File: config.mk
export PLATFORM = sky130hd
export DESIGN_NAME = bsg_down_out_seq
export DESIGN_NICKNAME = d
export VERILOG_FILES = /design/src/rtl/bsg_down_out_seq.sv
export SDC_FILE = /design/constraint.sdc
export NUM_CORES = 1
export LEC_CHECK = 0
export ABC_AREA = 1
export ABC_CLOCK_PERIOD_IN_PS = 2560
export CAP_MARGIN = 10
export CORE_UTILIZATION = 41
export DETAILED_ROUTE_END_ITERATION = 8
export GPL_TIMING_DRIVEN = 0
export PLACE_DENSITY = 0.66
export SETUP_SLACK_MARGIN = 0.15
export SLEW_MARGIN = 30
export SYNTH_ARGS = -nofsm -noshare
export SYNTH_HDL_FRONTEND = slang
export SYNTH_SLANG_ARGS = --single-unit
File: constraint.sdc
create_clock -name clk -period 2.56 [get_ports clk]
set_clock_uncertainty 0.15 [all_clocks]
set_input_delay 0.512 -clock clk [delete_from_list [all_inputs] [get_ports clk]]
set_output_delay 0.512 -clock clk [all_outputs]
set_load 0.01 [all_outputs]
File: src/rtl/bsg_down_out_seq.sv
// bsg_down_out_seq
// Core-side sequencer for the downstream output path of the off-chip link.
// Drains 8-bit beats from the receive FIFO and packs four of them into a
// 32-bit word, {core_data1, core_data0}, which it presents to the core with
// a valid/ready handshake. For every TOKEN_BATCH beats consumed it sends one
// flow-control token back to the I/O side.
module bsg_down_out_seq #(
    parameter int PTR_WIDTH   = 7,
    parameter int TOKEN_BATCH = 8,
    parameter int WCNT_WIDTH  = 16
) (
    input  logic                  clk,
    input  logic                  rst,            // asynchronous, active-low
    input  logic                  en,
    input  logic                  flush,
    input  logic                  fifo_valid_i,
    input  logic [7:0]            fifo_data_i,
    output logic                  fifo_yumi_o,
    input  logic                  core_ready,
    output logic                  core_valid_out,
    output logic [31:0]           core_data_out,
    output logic [15:0]           core_data0,
    output logic [15:0]           core_data1,
    output logic                  io_token_out,
    output logic [PTR_WIDTH-1:0]  rptr,
    output logic [WCNT_WIDTH-1:0] word_cnt
);

    localparam logic [0:0] COLLECT = 1'b0;
    localparam logic [0:0] PRESENT = 1'b1;

    // The token counter only has to count 0..TOKEN_BATCH-1.
    localparam int TOK_W = ($clog2(TOKEN_BATCH) > 0) ? $clog2(TOKEN_BATCH) : 1;
    localparam logic [TOK_W-1:0] TOK_LAST = TOK_W'(TOKEN_BATCH - 1);

    logic [0:0]            state_reg, state_next;
    logic [1:0]            byte_cnt_reg, byte_cnt_next;
    logic [TOK_W-1:0]      tok_cnt_reg, tok_cnt_next;
    logic                  valid_reg, valid_next;
    logic [31:0]           data_out_reg, data_out_next;
    logic                  token_reg, token_next;
    logic [PTR_WIDTH-1:0]  rptr_reg, rptr_next;
    logic [WCNT_WIDTH-1:0] word_cnt_reg, word_cnt_next;

    logic                  yumi;
    logic                  handshake;
    logic [31:0]           lanes;        // {core_data1, core_data0} as currently assembled

    // A beat is taken only while collecting. Flush blocks the read so that no
    // beat is lost in the cycle the partial word is discarded.
    assign yumi      = (state_reg == COLLECT) & en & fifo_valid_i & ~flush;
    assign handshake = valid_reg & core_ready;

    // One register per byte lane. Lane gi captures the beat consumed while
    // byte_cnt == gi. Lanes are not cleared by flush; they keep their value
    // until the next word overwrites them.
    generate
        for (genvar gi = 0; gi < 4; gi++) begin : g_lane
            logic [7:0] lane_reg;

            // Capture the incoming beat into this lane when its slot comes up
            always_ff @(posedge clk or negedge rst) begin
                if (!rst) begin
                    lane_reg <= 8'h00;
                end else if (yumi && (byte_cnt_reg == 2'(gi))) begin
                    lane_reg <= fifo_data_i;
                end
            end

            assign lanes[gi*8 +: 8] = lane_reg;
        end
    endgenerate

    // Next-state logic for the collect/present sequencer and the word counter
    always_comb begin
        state_next    = state_reg;
        byte_cnt_next = byte_cnt_reg;
        valid_next    = valid_reg;
        data_out_next = data_out_reg;
        word_cnt_next = word_cnt_reg;

        if (flush) begin
            // Drop whatever is partial or held. A coincident handshake is
            // not counted as a delivered word.
            state_next    = COLLECT;
            byte_cnt_next = 2'd0;
            valid_next    = 1'b0;
        end else begin
            case (state_reg)
                COLLECT: begin
                    if (yumi) begin
                        if (byte_cnt_reg == 2'd3) begin
                            // The fourth beat goes straight into the output
                            // word so it is valid on the very next cycle.
                            state_next    = PRESENT;
                            byte_cnt_next = 2'd0;
                            valid_next    = 1'b1;
                            data_out_next = {fifo_data_i, lanes[23:0]};
                        end else begin
                            byte_cnt_next = byte_cnt_reg + 2'd1;
                        end
                    end
                end
                PRESENT: begin
                    // The word is held regardless of en until the core takes it
                    if (handshake) begin
                        state_next    = COLLECT;
                        byte_cnt_next = 2'd0;
                        valid_next    = 1'b0;
                        word_cnt_next = word_cnt_reg + WCNT_WIDTH'(1);
                    end
                end
                default: begin
                    state_next    = COLLECT;
                    byte_cnt_next = 2'd0;
                    valid_next    = 1'b0;
                end
            endcase
        end
    end

    // Read pointer and token batching follow consumed beats only; flush does
    // not touch them because the beats really were taken from the FIFO.
    always_comb begin
        rptr_next    = rptr_reg;
        tok_cnt_next = tok_cnt_reg;
        token_next   = 1'b0;
        if (yumi) begin
            rptr_next = rptr_reg + PTR_WIDTH'(1);
            if (tok_cnt_reg == TOK_LAST) begin
                tok_cnt_next = '0;
                token_next   = 1'b1;
            end else begin
                tok_cnt_next = tok_cnt_reg + TOK_W'(1);
            end
        end
    end

    // State register bank with asynchronous active-low clear
    always_ff @(posedge clk or negedge rst) begin
        if (!rst) begin
            state_reg    <= COLLECT;
            byte_cnt_reg <= 2'd0;
            tok_cnt_reg  <= '0;
            valid_reg    <= 1'b0;
            data_out_reg <= 32'h0;
            token_reg    <= 1'b0;
            rptr_reg     <= '0;
            word_cnt_reg <= '0;
        end else begin
            state_reg    <= state_next;
            byte_cnt_reg <= byte_cnt_next;
            tok_cnt_reg  <= tok_cnt_next;
            valid_reg    <= valid_next;
            data_out_reg <= data_out_next;
            token_reg    <= token_next;
            rptr_reg     <= rptr_next;
            word_cnt_reg <= word_cnt_next;
        end
    end

    assign fifo_yumi_o    = yumi;
    assign core_valid_out = valid_reg;
    assign core_data_out  = data_out_reg;
    assign core_data0     = lanes[15:0];
    assign core_data1     = lanes[31:16];
    assign io_token_out   = token_reg;
    assign rptr           = rptr_reg;
    assign word_cnt       = word_cnt_reg;

endmodule

# After elaboration in Yosys (flattened, before gate mapping)
# Cells that the tools add are included.
# word_totals
reg_bits	95
in_bits	14
out_inout_bits	90
word_cells	56
# op_classes
add_sub_neg	4
eq_ne	7
muxes	18
bitwise_logic	6
reduce_logical	9
# ops
operator	count
$add 16x1->16 const B	1
$mux 1	10
$mux 2	4
$add 7x1->7 const B	1
$ne 3x2->1 const B	2
$reduce_and 3->1	2
$and 1x1->1	4
$eq 2x2->1 const B	2
$logic_and 1x1->1	4
$pmux 1 s2	2
$pmux 2 s2	1
$reduce_and 4->1	1
$add 3x1->3 const B	1
$eq 3x3->1 const B	1
$mux 3	1
$ne 3x3->1 const B	1
$add 2x1->2 const B	1
$eq 2x1->1 const B	1
$logic_not 2->1	1
$not 1->1	2
$reduce_and 2->1	1

# Longest topological paths before layout
# depth
ltp_word	7
mapped_depth	8
depth_no_buf	8

# Least setup slack after synthesis
# No wires, ideal clock.
# synth_timing
path_kind	input to output
from	input port flush
to	output port fifo_yumi_o
arrival_ns	1.013
required_ns	1.898
path_slack_ns	0.885
stages	4
path_buffers	1
cell_sequence	nor2_4 -> nand3_4 -> inv_4 -> buf_8
# synth_between
elab_chain_cells	2
# synth_lines
element	line	source
from (decl)	15	input logic flush,
$not 1->1 (no source line)	n/a	
$and 1x1->1	51	assign yumi = (state_reg == COLLECT) & en & fifo_valid_i & ~flush;
to (decl)	18	output logic fifo_yumi_o,
# No other way between the ends.

# Final worst setup path
# layout_timing
from	input port en
to	output port fifo_yumi_o
# layout_between
elab_chain_cells	3
# layout_lines
element	line	source
from (decl)	14	input logic en,
$and 1x1->1 (3 in a row)	51	
# No other way between the ends.

==> impl_metrics.py <==
metrics = {
    "setup_path": {
        "start_kind": "primary input",
        "timing.critical_path.required_ns": 1.90,
        "endpoint_kind": "primary output",
        "crit_type": "in -> out",
        "worstPathArrival_ns": 1.63,
        "critPathMaxFanout": 10,
    },
    "placed_design": {
        "port_buffers": 103,
        "placed_instance_area_sq_um": 5330,
        "globalplace.congestion": 0.8779,
        "placed_cells_incl_taps": 691,
        "dp_hpwl_um": 6983,
    },
    "logic_synthesis": {
        "yosys_register_bits": 95,
        "mappedNetlistArea_sq_um": 4104,
        "yosys_warnings": 0,
        "netlist-cell-type-count": 26,
        "synth_fp_nets": 476,
        "synth.yosys.seq_area_share_pct": 57.93,
        "synthesis.instances": 454,
        "post_synth.cell_area_avg_sq_um": 9.040,
    },
    "cts": {
        "clock_tree_from_tritoncts": "yes",
        "ctsLongestPathBuffers": 2,
        "clock_sink_count": 95,
        "cts_buffers": 9,
        "clock-root-buffer": "sky130_fd_sc_hd__clkbuf_8",
        "clock_latency_on_the_worst_skew_pair_ns": 0.37,
        "cts.clk_slew.worst_paths_ns": 0.11,
        "ctsHtreeMaxLevel": 3,
    },
    "floorplan": {
        "design.core.area_sq_um": 9729,
        "io_pins": 104,
        "fp.dieArea_sq_um": 10410,
        "start_util_pct": 42.18,
        "dieWidth_um": 102.0,
        "placement_rows": 36,
        "die_y_um": 102.0,
    },
    "final_layout": {
        "fin_area_sq_um": 5540,
        "final_cell_mix": "sky130_fd_sc_hd__nand2_1, sky130_fd_sc_hd__clkdlybuf4s50_1, sky130_fd_sc_hd__dfrtp_1",
        "area_growth_pct": 35.00,
        "finalNetCount": 594,
        "antenna-diode-count": 0,
        "layout.cells.most_common": "sky130_fd_sc_hd__nand2_1",
        "nFillCells": 907,
        "final_layout_size_suffix_gt1_share_pct": 10.40,
        "fin_cells": 710,
    },
    "timing": {
        "report.final.hold_viol_count": 0,
        "relSlewSlack_pct": 75.18,
        "post-route-min-period_ns": 2.295,
        "worst_slew_pin_slew_ns": 0.3724,
        "final_worst_path_period_share_pct": 89.67,
        "max_clock_freq_mhz": 435.6,
        "maxSlewViolCount": 0,
        "rsz0062_at_grt": "false",
        "setup_viol": 0,
    },
    "detailed_routing": {
        "post-route-drc-count": 0,
        "viasPerCell": 4.679,
        "dr.first_iter.drc_count": 128,
        "routed-via-count": 3322,
        "dr.pass1.iters": 4,
        "drt-total-wl_um": 9649,
        "antenna_violating_nets_post_route": 0,
        "routedWlPerCell_um": 13.59,
    },
    "grt": {
        "number_of_global_route_vias_before_repair": 3246,
        "total_grt_overflow": 0,
        "wire_length_of_the_first_global_routing_pass_um": 15740,
        "global_route.usage.total_pct": 19.98,
        "grt_max_degree": 73,
        "grt_antenna_before_repair": 0,
    },
    "pwr": {
        "cellPowerDensity_nw_per_um2": 676.1,
        "vdd.ir_drop.worst_mv": 0.3347,
        "totalPowerFinal_mw": 3.746,
        "total_leakage_power_nw": 2.787,
    },
    "flow_run": {
        "drv.max_cap_violation_count": 0,
    },
    "status": {
        "status": "completed",
    },
    "hold_path": {
        "worstHoldPathType": "reg -> reg",
    },
}
power by group:
group	switching, mW	internal (mW)	leakage [nW]
registers	0.196	1.72	1.26
logic	0.391	0.491	1.44
clock network	0.576	0.375	0.0903
repair_timing:
item,in CTS,in global routing
hold buffers,1,0
resized for setup,2,0
buffers inserted,2,0
hold endpoints to repair,23,0
setup endpoints to repair,1,0
cell usage after synthesis:
cell type                  number  area share [%]
sky130_fd_sc_hd__inv_1         38             3.5
sky130_fd_sc_hd__a21oi_1        1            0.12
sky130_fd_sc_hd__nand2_1      201              18
sky130_fd_sc_hd__buf_2          8            0.98
sky130_fd_sc_hd__nand3b_1       2            0.37
sky130_fd_sc_hd__ha_1           8             2.4
sky130_fd_sc_hd__xnor2_1        4            0.85
sky130_fd_sc_hd__nand3_1       12             1.5
sky130_fd_sc_hd__nor2_1        21             1.9
sky130_fd_sc_hd__o21ai_0       12             1.5
sky130_fd_sc_hd__o21ai_2       16             3.4
sky130_fd_sc_hd__nand3_4        1            0.43
sky130_fd_sc_hd__buf_6          2            0.55
sky130_fd_sc_hd__nor2_4         3            0.82
sky130_fd_sc_hd__xor2_1         7             1.5
sky130_fd_sc_hd__inv_4          1            0.15
sky130_fd_sc_hd__nor3_1         2            0.24
sky130_fd_sc_hd__buf_8          1            0.37
sky130_fd_sc_hd__a22o_1         1            0.21
sky130_fd_sc_hd__inv_2          1           0.091
sky130_fd_sc_hd__o21a_1         1            0.18
sky130_fd_sc_hd__nand2_4        2            0.55
sky130_fd_sc_hd__dfrtp_1       95              58
sky130_fd_sc_hd__nand4_1        8             1.2
sky130_fd_sc_hd__o21ai_1        1            0.12
sky130_fd_sc_hd__nand2_2        5            0.76
kinds of logic after synthesis:
logic type | Yosys count | synth area share (%)
AOI/OAI and AO/OA | 32 | 5.518
xor gates and xnor gates | 11 | 2.348
adders and majority gates | 8 | 2.439
buffers and inverters | 51 | 5.610
DFF | 95 | 57.93
and+or+nand+nor | 257 | 26.16
through the flow:
stage | setup slack, ns | hold slack (ns) | TNS [ns] | util [%]
floorplan | 0.8850 | 0.06641 | 0 | -
global placement | -2.680 | 0.3037 | -254.27 | 54.49
detailed placement | -0.2852 | 0.2358 | -0.2852 | 54.78
CTS | 0.2502 | 0.3346 | 0 | 56.94
global route | 0.2132 | 0.3489 | 0 | 56.94
finish | 0.2645 | 0.3315 | 0 | 56.94
cell type report:
type | instances | area [sq um] | share of cell area, %
sequential | 95 | 2377 | 42.91
multi-input combinational | 308 | 1496 | 27.01
clock buffer | 9 | 123.9 | 2.236
inverter | 40 | 152.6 | 2.755
buffer | 11 | 77.57 | 1.400
clock inverter | 7 | 63.81 | 1.152
tap | 133 | 166.4 | 3.004
timing repair buffer | 107 | 1082 | 19.53
critical path, cell delays in order:
cell	delay (ns)
sky130_fd_sc_hd__clkdlybuf4s50_1	0.54
sky130_fd_sc_hd__nand3_4	0.11
sky130_fd_sc_hd__inv_4	0.07
sky130_fd_sc_hd__buf_8	0.13
sky130_fd_sc_hd__dlygate4sd2_1	0.27
path summary, 6_finish.rpt:
check | from | endpoint | slack [ns] | depth (start not counted)
worst max register to register | state_reg | g_lane[3].lane_reg[6] | 0.80 | 8
worst max-delay path | en | fifo_yumi_o | 0.26 | 5
min in group asynchronous | rst | word_cnt[4] | 0.41 | 2
worst min register to register | core_data_out[21] | core_data_out[21] | 0.33 | 2
worst min-delay path | core_data_out[21] | core_data_out[21] | 0.33 | 2
max in group asynchronous | rst | core_data_out[1] | 1.22 | 3
layer usage:
metal  share of wire (%)  wire [um]  global-route usage, %
met2                  46       4421                  32.94
met3                 6.5        624                  5.062
met5                   0          0                      0
met1                  46       4456                  25.52
met4                 1.5        146                  7.253
Note: power is estimated with default switching activity, not from simulation.
